`config.mk`:
```
export PLATFORM = sky130hd
export DESIGN_NAME = block_window_reader
export DESIGN_NICKNAME = d
export VERILOG_FILES = /design/src/rtl/comperator_pkg.sv /design/src/rtl/block_shift_window.sv /design/src/rtl/block_window_reader.sv
export SDC_FILE = /design/constraint.sdc
export NUM_CORES = 1
export LEC_CHECK = 0
export BUFFER_PORTS_ARGS = -buffer_cell sky130_fd_sc_hd__buf_4
export CORE_MARGIN = 2
export CORE_UTILIZATION = 30
export DETAILED_ROUTE_END_ITERATION = 6
export GPL_TIMING_DRIVEN = 0
export PLACE_DENSITY = 0.5
export SLEW_MARGIN = 20
export SYNTH_ARGS = -nofsm -noshare
export SYNTH_HDL_FRONTEND = slang
export SYNTH_HIERARCHICAL = 1
export SYNTH_SLANG_ARGS = --single-unit
```
`constraint.sdc`:
```
create_clock -name aclk -period 5.5 [get_ports aclk]
set_clock_uncertainty 0.15 [all_clocks]
set_input_delay 0.55 -clock aclk [delete_from_list [all_inputs] [get_ports aclk]]
set_output_delay 0.55 -clock aclk [all_outputs]
set_load 0.02 [all_outputs]
```
`src/rtl/comperator_pkg.sv`:
```
// Shared types and helpers for the stereoscopic comparator block readers.
// Holds default geometry, the block reader state encoding and the length clamp.
package comperator_pkg;

  localparam int DEFAULT_DATA_WIDTH = 24;
  localparam int DEFAULT_BLOCK_SIZE = 8;

  typedef enum logic [1:0] {
    IDLE   = 2'd0,
    ACCEPT = 2'd1,
    PAD    = 2'd2,
    DONE   = 2'd3
  } block_reader_state_t;

  // A zero or oversized request means "a full window".
  function automatic int unsigned clamp_len(input int unsigned len, input int unsigned max_len);
    if (len == 0 || len > max_len) return max_len;
    return len;
  endfunction

endpackage

```
`src/rtl/block_shift_window.sv`:
```
// Parallel-output pixel shift register; newest pixel lives in the low slot.
// Load clears the window and inserts one pixel; zero shift inserts a blank pixel.
module block_shift_window #(
  parameter int DATA_WIDTH = 24,
  parameter int DEPTH      = 8
) (
  input  logic                        aclk,
  input  logic                        aresetn,
  input  logic                        shift_en,
  input  logic                        load_en,
  input  logic                        zero_en,
  input  logic [DATA_WIDTH-1:0]       din,
  output logic [DEPTH*DATA_WIDTH-1:0] window
);

  always_ff @(posedge aclk or negedge aresetn) begin
    if (!aresetn) begin
      window <= '0;
    end else if (load_en) begin
      window <= (DEPTH*DATA_WIDTH)'(din);
    end else if (shift_en) begin
      window <= {window[(DEPTH-1)*DATA_WIDTH-1:0], din};
    end else if (zero_en) begin
      window <= {window[(DEPTH-1)*DATA_WIDTH-1:0], {DATA_WIDTH{1'b0}}};
    end
  end

endmodule

```
`src/rtl/block_window_reader.sv`:
```
// Captures a run of up to MAX_BLOCK_SIZE AXIS video pixels into a shift window.
// Optional zero padding of short lines: define BLOCK_WINDOW_READER_ZERO_PAD_EN.
module block_window_reader
  import comperator_pkg::*;
#(
  parameter int DATA_WIDTH     = DEFAULT_DATA_WIDTH,
  parameter int MAX_BLOCK_SIZE = DEFAULT_BLOCK_SIZE,
  parameter int COUNT_W        = $clog2(MAX_BLOCK_SIZE + 1)
) (
  input  logic                                 aclk,
  input  logic                                 aresetn,
  input  logic [DATA_WIDTH-1:0]                s_axis_tdata,
  input  logic                                 s_axis_tlast,
  input  logic                                 s_axis_tuser,
  input  logic                                 s_axis_tvalid,
  output logic                                 s_axis_tready,
  input  logic                                 go,
  input  logic [COUNT_W-1:0]                   block_len,
  output logic                                 done,
  output logic [MAX_BLOCK_SIZE*DATA_WIDTH-1:0] block,
  output logic [COUNT_W-1:0]                   count,
  output logic                                 eol,
  output logic                                 sof
);

  block_reader_state_t state, state_next;
  logic [COUNT_W-1:0]  len_q;
  logic [COUNT_W-1:0]  new_count;
  logic                beat, resync, term, start, pad_step;

  assign beat      = s_axis_tvalid && s_axis_tready;
  assign resync    = beat && s_axis_tuser && (count != '0);
  assign new_count = resync ? COUNT_W'(1) : count + COUNT_W'(1);
  assign term      = beat && ((new_count == len_q) || s_axis_tlast);
  assign start     = go && ((state == IDLE) || (state == DONE));
`ifdef BLOCK_WINDOW_READER_ZERO_PAD_EN
  assign pad_step  = (state == PAD);
`else
  assign pad_step  = 1'b0;
`endif

  always_ff @(posedge aclk or negedge aresetn) begin
    if (!aresetn) state <= IDLE;
    else          state <= state_next;
  end

  always_comb begin
    state_next = state;
    case (state)
      IDLE, DONE: if (go) state_next = ACCEPT;
      ACCEPT: begin
        if (term) begin
`ifdef BLOCK_WINDOW_READER_ZERO_PAD_EN
          state_next = (new_count < len_q) ? PAD : DONE;
`else
          state_next = DONE;
`endif
        end
      end
      PAD: begin
`ifdef BLOCK_WINDOW_READER_ZERO_PAD_EN
        if (count + COUNT_W'(1) == len_q) state_next = DONE;
`else
        state_next = IDLE;
`endif
      end
      default: state_next = IDLE;
    endcase
  end

  always_comb begin
    s_axis_tready = (state == ACCEPT);
    done          = (state == DONE);
  end

  // Length, count and status flags; the window itself keeps its contents across go.
  always_ff @(posedge aclk or negedge aresetn) begin
    if (!aresetn) begin
      count <= '0;
      eol   <= 1'b0;
      sof   <= 1'b0;
      len_q <= COUNT_W'(MAX_BLOCK_SIZE);
    end else if (start) begin
      count <= '0;
      eol   <= 1'b0;
      sof   <= 1'b0;
      len_q <= COUNT_W'(clamp_len(32'(block_len), 32'(MAX_BLOCK_SIZE)));
    end else if (beat) begin
      count <= new_count;
      if (s_axis_tuser) sof <= 1'b1;
      if (term)         eol <= s_axis_tlast;
      else if (resync)  eol <= 1'b0;
    end else if (pad_step) begin
      count <= count + COUNT_W'(1);
    end
  end

  block_shift_window #(
    .DATA_WIDTH (DATA_WIDTH),
    .DEPTH      (MAX_BLOCK_SIZE)
  ) u_window (
    .aclk     (aclk),
    .aresetn  (aresetn),
    .shift_en (beat && !resync),
    .load_en  (resync),
    .zero_en  (pad_step),
    .din      (s_axis_tdata),
    .window   (block)
  );

endmodule

```
### Word-level counts from Yosys, hierarchy flattened

Cells that the tools add are included.

* input bits: 34
* register bits after elaboration: 204
* output and inout port bits: 200
* logic and storage cells: 54

* add/subtract/negate cells: 1
* muxes and demuxes: 19
* equality and inequality tests: 6
* reduce and logical (&&, ||, !) cells: 21
* order comparisons: 1

Operator list (number)
* 192-bit 2-to-1 mux: 2
* 4-bit 2-to-1 mux: 5
* 1-bit 2-to-1 mux: 9
* 1-bit logical AND: 6
* 2-bit one-hot mux with 3 select lines: 1
* 2-bit AND reduction: 3
* 2-bit nonzero test: 3
* 4-bit by 1-bit adder with 4-bit output, second input constant: 1
* 2-bit == test, second input constant: 2
* 4-bit == test: 1
* 4-bit > comparator, second input constant: 1
* 4-bit zero test: 1
* 2-bit 2-to-1 mux: 2
* 4-bit nonzero test: 1
* 1-bit logical OR: 3
* 3-bit nonzero test: 1
* 2-bit by 1-bit == test with 1-bit output, second input constant: 1
* 2-bit zero test: 1
* 2-bit by 1-bit != test with 1-bit output, second input constant: 1
* 2-bit != test, second input constant: 1
* 2-bit OR reduction: 1
* 1-bit zero test: 1

### Logic depth before layout (Yosys ltp)

* word-level depth: 11
* mapped depth: 11
* mapped depth without buffers: 9

### Cells and area by module

Netlist, hierarchy kept.

Modules (own cells, without submodules)
* block_shift_window: seq. area each 4804.6 µm², times used 1, cells an instance 682, area each 8376.8 µm²
* block_window_reader: seq. area each 301.5 µm², times used 1, cells an instance 88, area each 779.5 µm²

### Worst setup path after synthesis

OpenSTA, ideal clock, no wires.

* path kind: reg-to-reg
* start point: register state[1]
* end point: register u_window.window[153]
* data arrival time: 2146 ps
* clock period less this slack: 2420 ps
* path buffers: 3
* cell stages (with the launch flop): 12
* data required time: 5226 ps
* setup time: 124 ps
* slack: 3080 ps
* cells stage by stage: dfrtp_1 > inv_1 > ha_1 > nand3_1 > a21o_1 > inv_1 > nor2_1 > or2_1 > buf_2 > buf_6 > buf_6 > mux2i_1

* cells in the longest elaborated chain, start to end: 7
* elaborated cells between the ends (all ways): 8
* classes of those cells: 1 x eq/ne; 1 x mux; 6 x reduce/logical

RTL lines
* start: declaration: line block_window_reader.sv:26 `block_reader_state_t state, state_next;`
* start signal: assignment: line block_window_reader.sv:44 `else state <= state_next;`
* 2-bit by 1-bit == test with 1-bit output (*): line block_window_reader.sv:72 `s_axis_tready = (state == ACCEPT);`
* via s_axis_tready: line block_window_reader.sv:16 `output logic s_axis_tready,`
* 1-bit logical AND (*): line block_window_reader.sv:31 `assign beat = s_axis_tvalid && s_axis_tready;`
* 1-bit logical AND (*) (2 in series): line block_window_reader.sv:32 `assign resync = beat && s_axis_tuser && (count != '0);`
* via resync: line block_window_reader.sv:29 `logic beat, resync, term, start, pad_step;`
* 1-bit zero test: line block_window_reader.sv:104 `.shift_en (beat && !resync),`
* 1-bit logical AND: line block_window_reader.sv:104
* 2-bit nonzero test (no line)
* end signal: assignment: line block_shift_window.sv:20 `window <= (DEPTH*DATA_WIDTH)'(din);`
* end signal: assignment: line block_shift_window.sv:22 `window <= {window[(DEPTH-1)*DATA_WIDTH-1:0], din};`
* end signal: assignment: line block_shift_window.sv:24 `window <= {window[(DEPTH-1)*DATA_WIDTH-1:0], {DATA_WIDTH{1'b0}}};`
* end: declaration: line block_shift_window.sv:13 `output logic [DEPTH*DATA_WIDTH-1:0] window`

The timed path passes the listed nets; every way through them passes the cells marked *.
A chain may end at the register's enable or synchronous reset.

### Worst setup path after layout

* start point: register state[1]
* end point: register u_window.window[23]

* cells in the longest elaborated chain, start to end: 7
* elaborated cells between the ends (all ways): 8
* classes of those cells: 1 x eq/ne; 1 x mux; 6 x reduce/logical

RTL lines (line)
* 2-bit by 1-bit == test with 1-bit output (*): block_window_reader.sv:72
* 1-bit logical AND (*): block_window_reader.sv:31
* 1-bit logical AND (*) (2 in series): block_window_reader.sv:32
* via resync: block_window_reader.sv:29
* 1-bit zero test: block_window_reader.sv:104
* 1-bit logical AND: block_window_reader.sv:104
* 2-bit nonzero test (no line)

Marked as above.

==> reports/qor.csv <==
metric;value;unit
critical path class;reg2reg;
Slew Limit Fails;0;
routed vias/inst;4.54;
Synth Register Bits;204;
post-synthesis mux area share;0.160;
placement-stage cell area;11500;um2
fraction of the mapped netlist area in compound gates;0.0549;
I/O Pins;234;
All-Layer GR Usage;0.170;
Synth async-reset ratio;1.00;
GR Util met2;0.277;
min Tclk post-route;3.21;ns
main combinational cell family by area after synthesis;simple AND/OR/NAND/NOR gates;
VDD IR-drop max;0.204;mV
unrepaired setup endpoints after global routing;false;
post-CTS setup buffers;0;
Netlist Area Pre-Place;9160;um2
die height;179;um
Seq/Total Area, Yosys;0.558;
period utilization;0.584;
first drt pass iteration count;4;
setup_tns;0;ns
status;finished clean;
XOR/XNOR Fraction of Synth Area;0.00191;
Setup crit start kind;flip-flop;
Worst setup EP type;flip-flop;
simple-gate share of the synthesized area;0.178;
placed insts;1399;
most used flip-flop cell after synthesis;dfrtp_1;
Synth area leader;dfrtp_1;
Hold WC Path Type;in2reg;
WP data required;5.79;ns
clock slew at reported path FFs;0.06;ns
Routed Antenna Nets;0;
adder-cell share of the synthesized area;0.00820;
first-pass GRT wire length;41300;um
pin count of the biggest net entering global routing;81;
final setup fails;0;
post-synthesis cell count;770;
CP max FO;10;
DRC errors left;0;
routed len/inst;18.8;um
Core Region;29900;um2
Clk Latency, worst-skew pair;0.52;ns
vias in the first global route;6748;
Netlist cell types;38;
static leakage;0.00621;uW
initial antenna violation count;1;
Vias;6566;
synthesized area per cell;11.9;um2
post-layout instance area;12300;um2
Crit path arrival time;3.50;ns
Initial DRC Count;257;
Post-synth EDFFs;0;
total gr overflow;0;
Layout area overhead;34.6;%
full die area;31900;um2
f_max;0.311;GHz
TritonCTS clock tree;done;
initial core utilization;0.306;
slew at the pin closest to its max-slew limit;0.665;ns
clock buffer depth;3;
row cnt;63;
width of the die;179;um
nets;1077;
synth top area cells;dfrtp_1, mux2i_1, nand2b_1, or4b_1, o21ai_1;
layout cells sized above 1;0.285;
post-detail-place hpwl;20700;um
CTS root buf;clkbuf_16;
diode count;0;
CTS buffer count;25;
met3 Usage GRT;0.0350;
# port buffers;233;
Final Non-Filler Cells;1446;
slew margin rel.;0.556;
Fill cells;2937;
Max Cap Viol;0;
Num Clock Sinks;204;
Final Hold Violating Endpoints;0;
grt peak-use layer;met2;
Synth top area share;0.555;
final wirelength;27200;um
PnR Total Power;7710;uW
GP Congestion;0.810;
# H-tree levels;1;
total number of yosys warnings;6;
M1 GR Usage;0.234;
pwr dens;625;nW/um2
metrics by stage:
| step | hold slack (ns) | setup WS [ns] | utilization |
|---|---|---|---|
| 3_3_place_gp | 0.322 | 1.93 | 0.382 |
| 4_1_cts | 0.0867 | 2.23 | 0.413 |
| 2_1_floorplan | 0.104 | 3.08 | - |
| 6_report | 0.114 | 2.29 | 0.413 |
| 3_5_place_dp | 0.327 | 2.25 | 0.384 |
| 5_1_grt | 0.120 | 2.00 | 0.413 |
per-layer routing:
metal  wire (um)  part of all wire
met1       12500              0.46
met2       12600              0.46
met3        1480             0.055
met4         651             0.024
met5           0                 0
power by group:
part	internal (uW)	switching, uW
Sequential	2140	414
Clock	1040	637
Combinational	1430	2040
final cells by class:
type	instances	area (um2)	area share
repair buffers	236	1820	0.148
flip-flops and latches	204	5110	0.414
clock inverters	5	78.8	0.00639
plain buffers	56	317	0.0257
well taps	390	488	0.0396
clock buffers	41	766	0.0621
multi-input cells	505	3720	0.302
inverters	9	33.8	0.00274
cells by family after synthesis:
kind of cell               count (synthesis)
DFF                                      204
and+or+nand+nor                          255
AOI/OAI and AO/OA                         91
xor gates and xnor gates                   2
muxes                                    146
other                                      1
buffers and inverters                     65
adders and majority gates                  6
cell usage in the layout (no fill, tap or decap), types with 4 or more instances in the layout:
cell       count
clkbuf_8       8
o21ai_1       45
buf_2          7
buf_4        232
nand2b_1     192
nand3_1        5
clkbuf_16     25
dfrtp_1      203
clkbuf_1      44
inv_1          8
conb_1         5
o21ai_0       32
mux2i_1      145
a21oi_1        4
buf_6         13
or4b_1        24
nand2_1       14
ha_1           6
nor2_1         6
nand3b_1       4
state kept, by name, indices dropped and copies added (netlist names):
| name | flops |
|---|---|
| u_window/window | 192 |
| count | 4 |
| len_q | 4 |
| state | 2 |
| eol | 1 |
| sof | 1 |
worst max-delay path: stages, from the launching register on:
cell and delay (ns):
dfrtp_1 0.39, inv_1 0.08, ha_1 0.24, nand3_1 0.18, a21o_1 0.23, inv_1 0.14
nor2_2 0.53, clkbuf_1 0.56, clkbuf_1 0.39, o21ai_0 0.14, o21ai_1 0.09
final timing paths:
path / from / endpoint / slack (ns) / depth (start not counted)
setup / recovery: state[1] / u_window/window[23] / 2.29 / 10
hold / removal: s_axis_tlast / eol / 0.11 / 3
setup reg to reg: state[1] / u_window/window[23] / 2.29 / 10
hold reg to reg: len_q[3] / len_q[3] / 0.34 / 2
max in group asynchronous: aresetn / u_window/window[108] / 3.67 / 4
min in group asynchronous: aresetn / u_window/window[21] / 0.41 / 2
timing repair:
item	CTS	global route
hold endpoints to repair	60	0
hold buffers	1	0
resized for setup	0	0
synth_stat cells, types with 2 or more instances:
cell type,number
a21oi_1,4
and2_1,2
buf_2,7
buf_6,13
clkbuf_1,36
dfrtp_1,203
ha_1,6
inv_1,8
mux2i_1,145
nand2_1,14
nand2b_1,192
nand3_1,5
nand3b_1,4
nor2_1,7
o21ai_0,32
o21ai_1,45
or2_1,2
or4b_1,24
xor2_1,2
(Power assumes the default switching activity.)
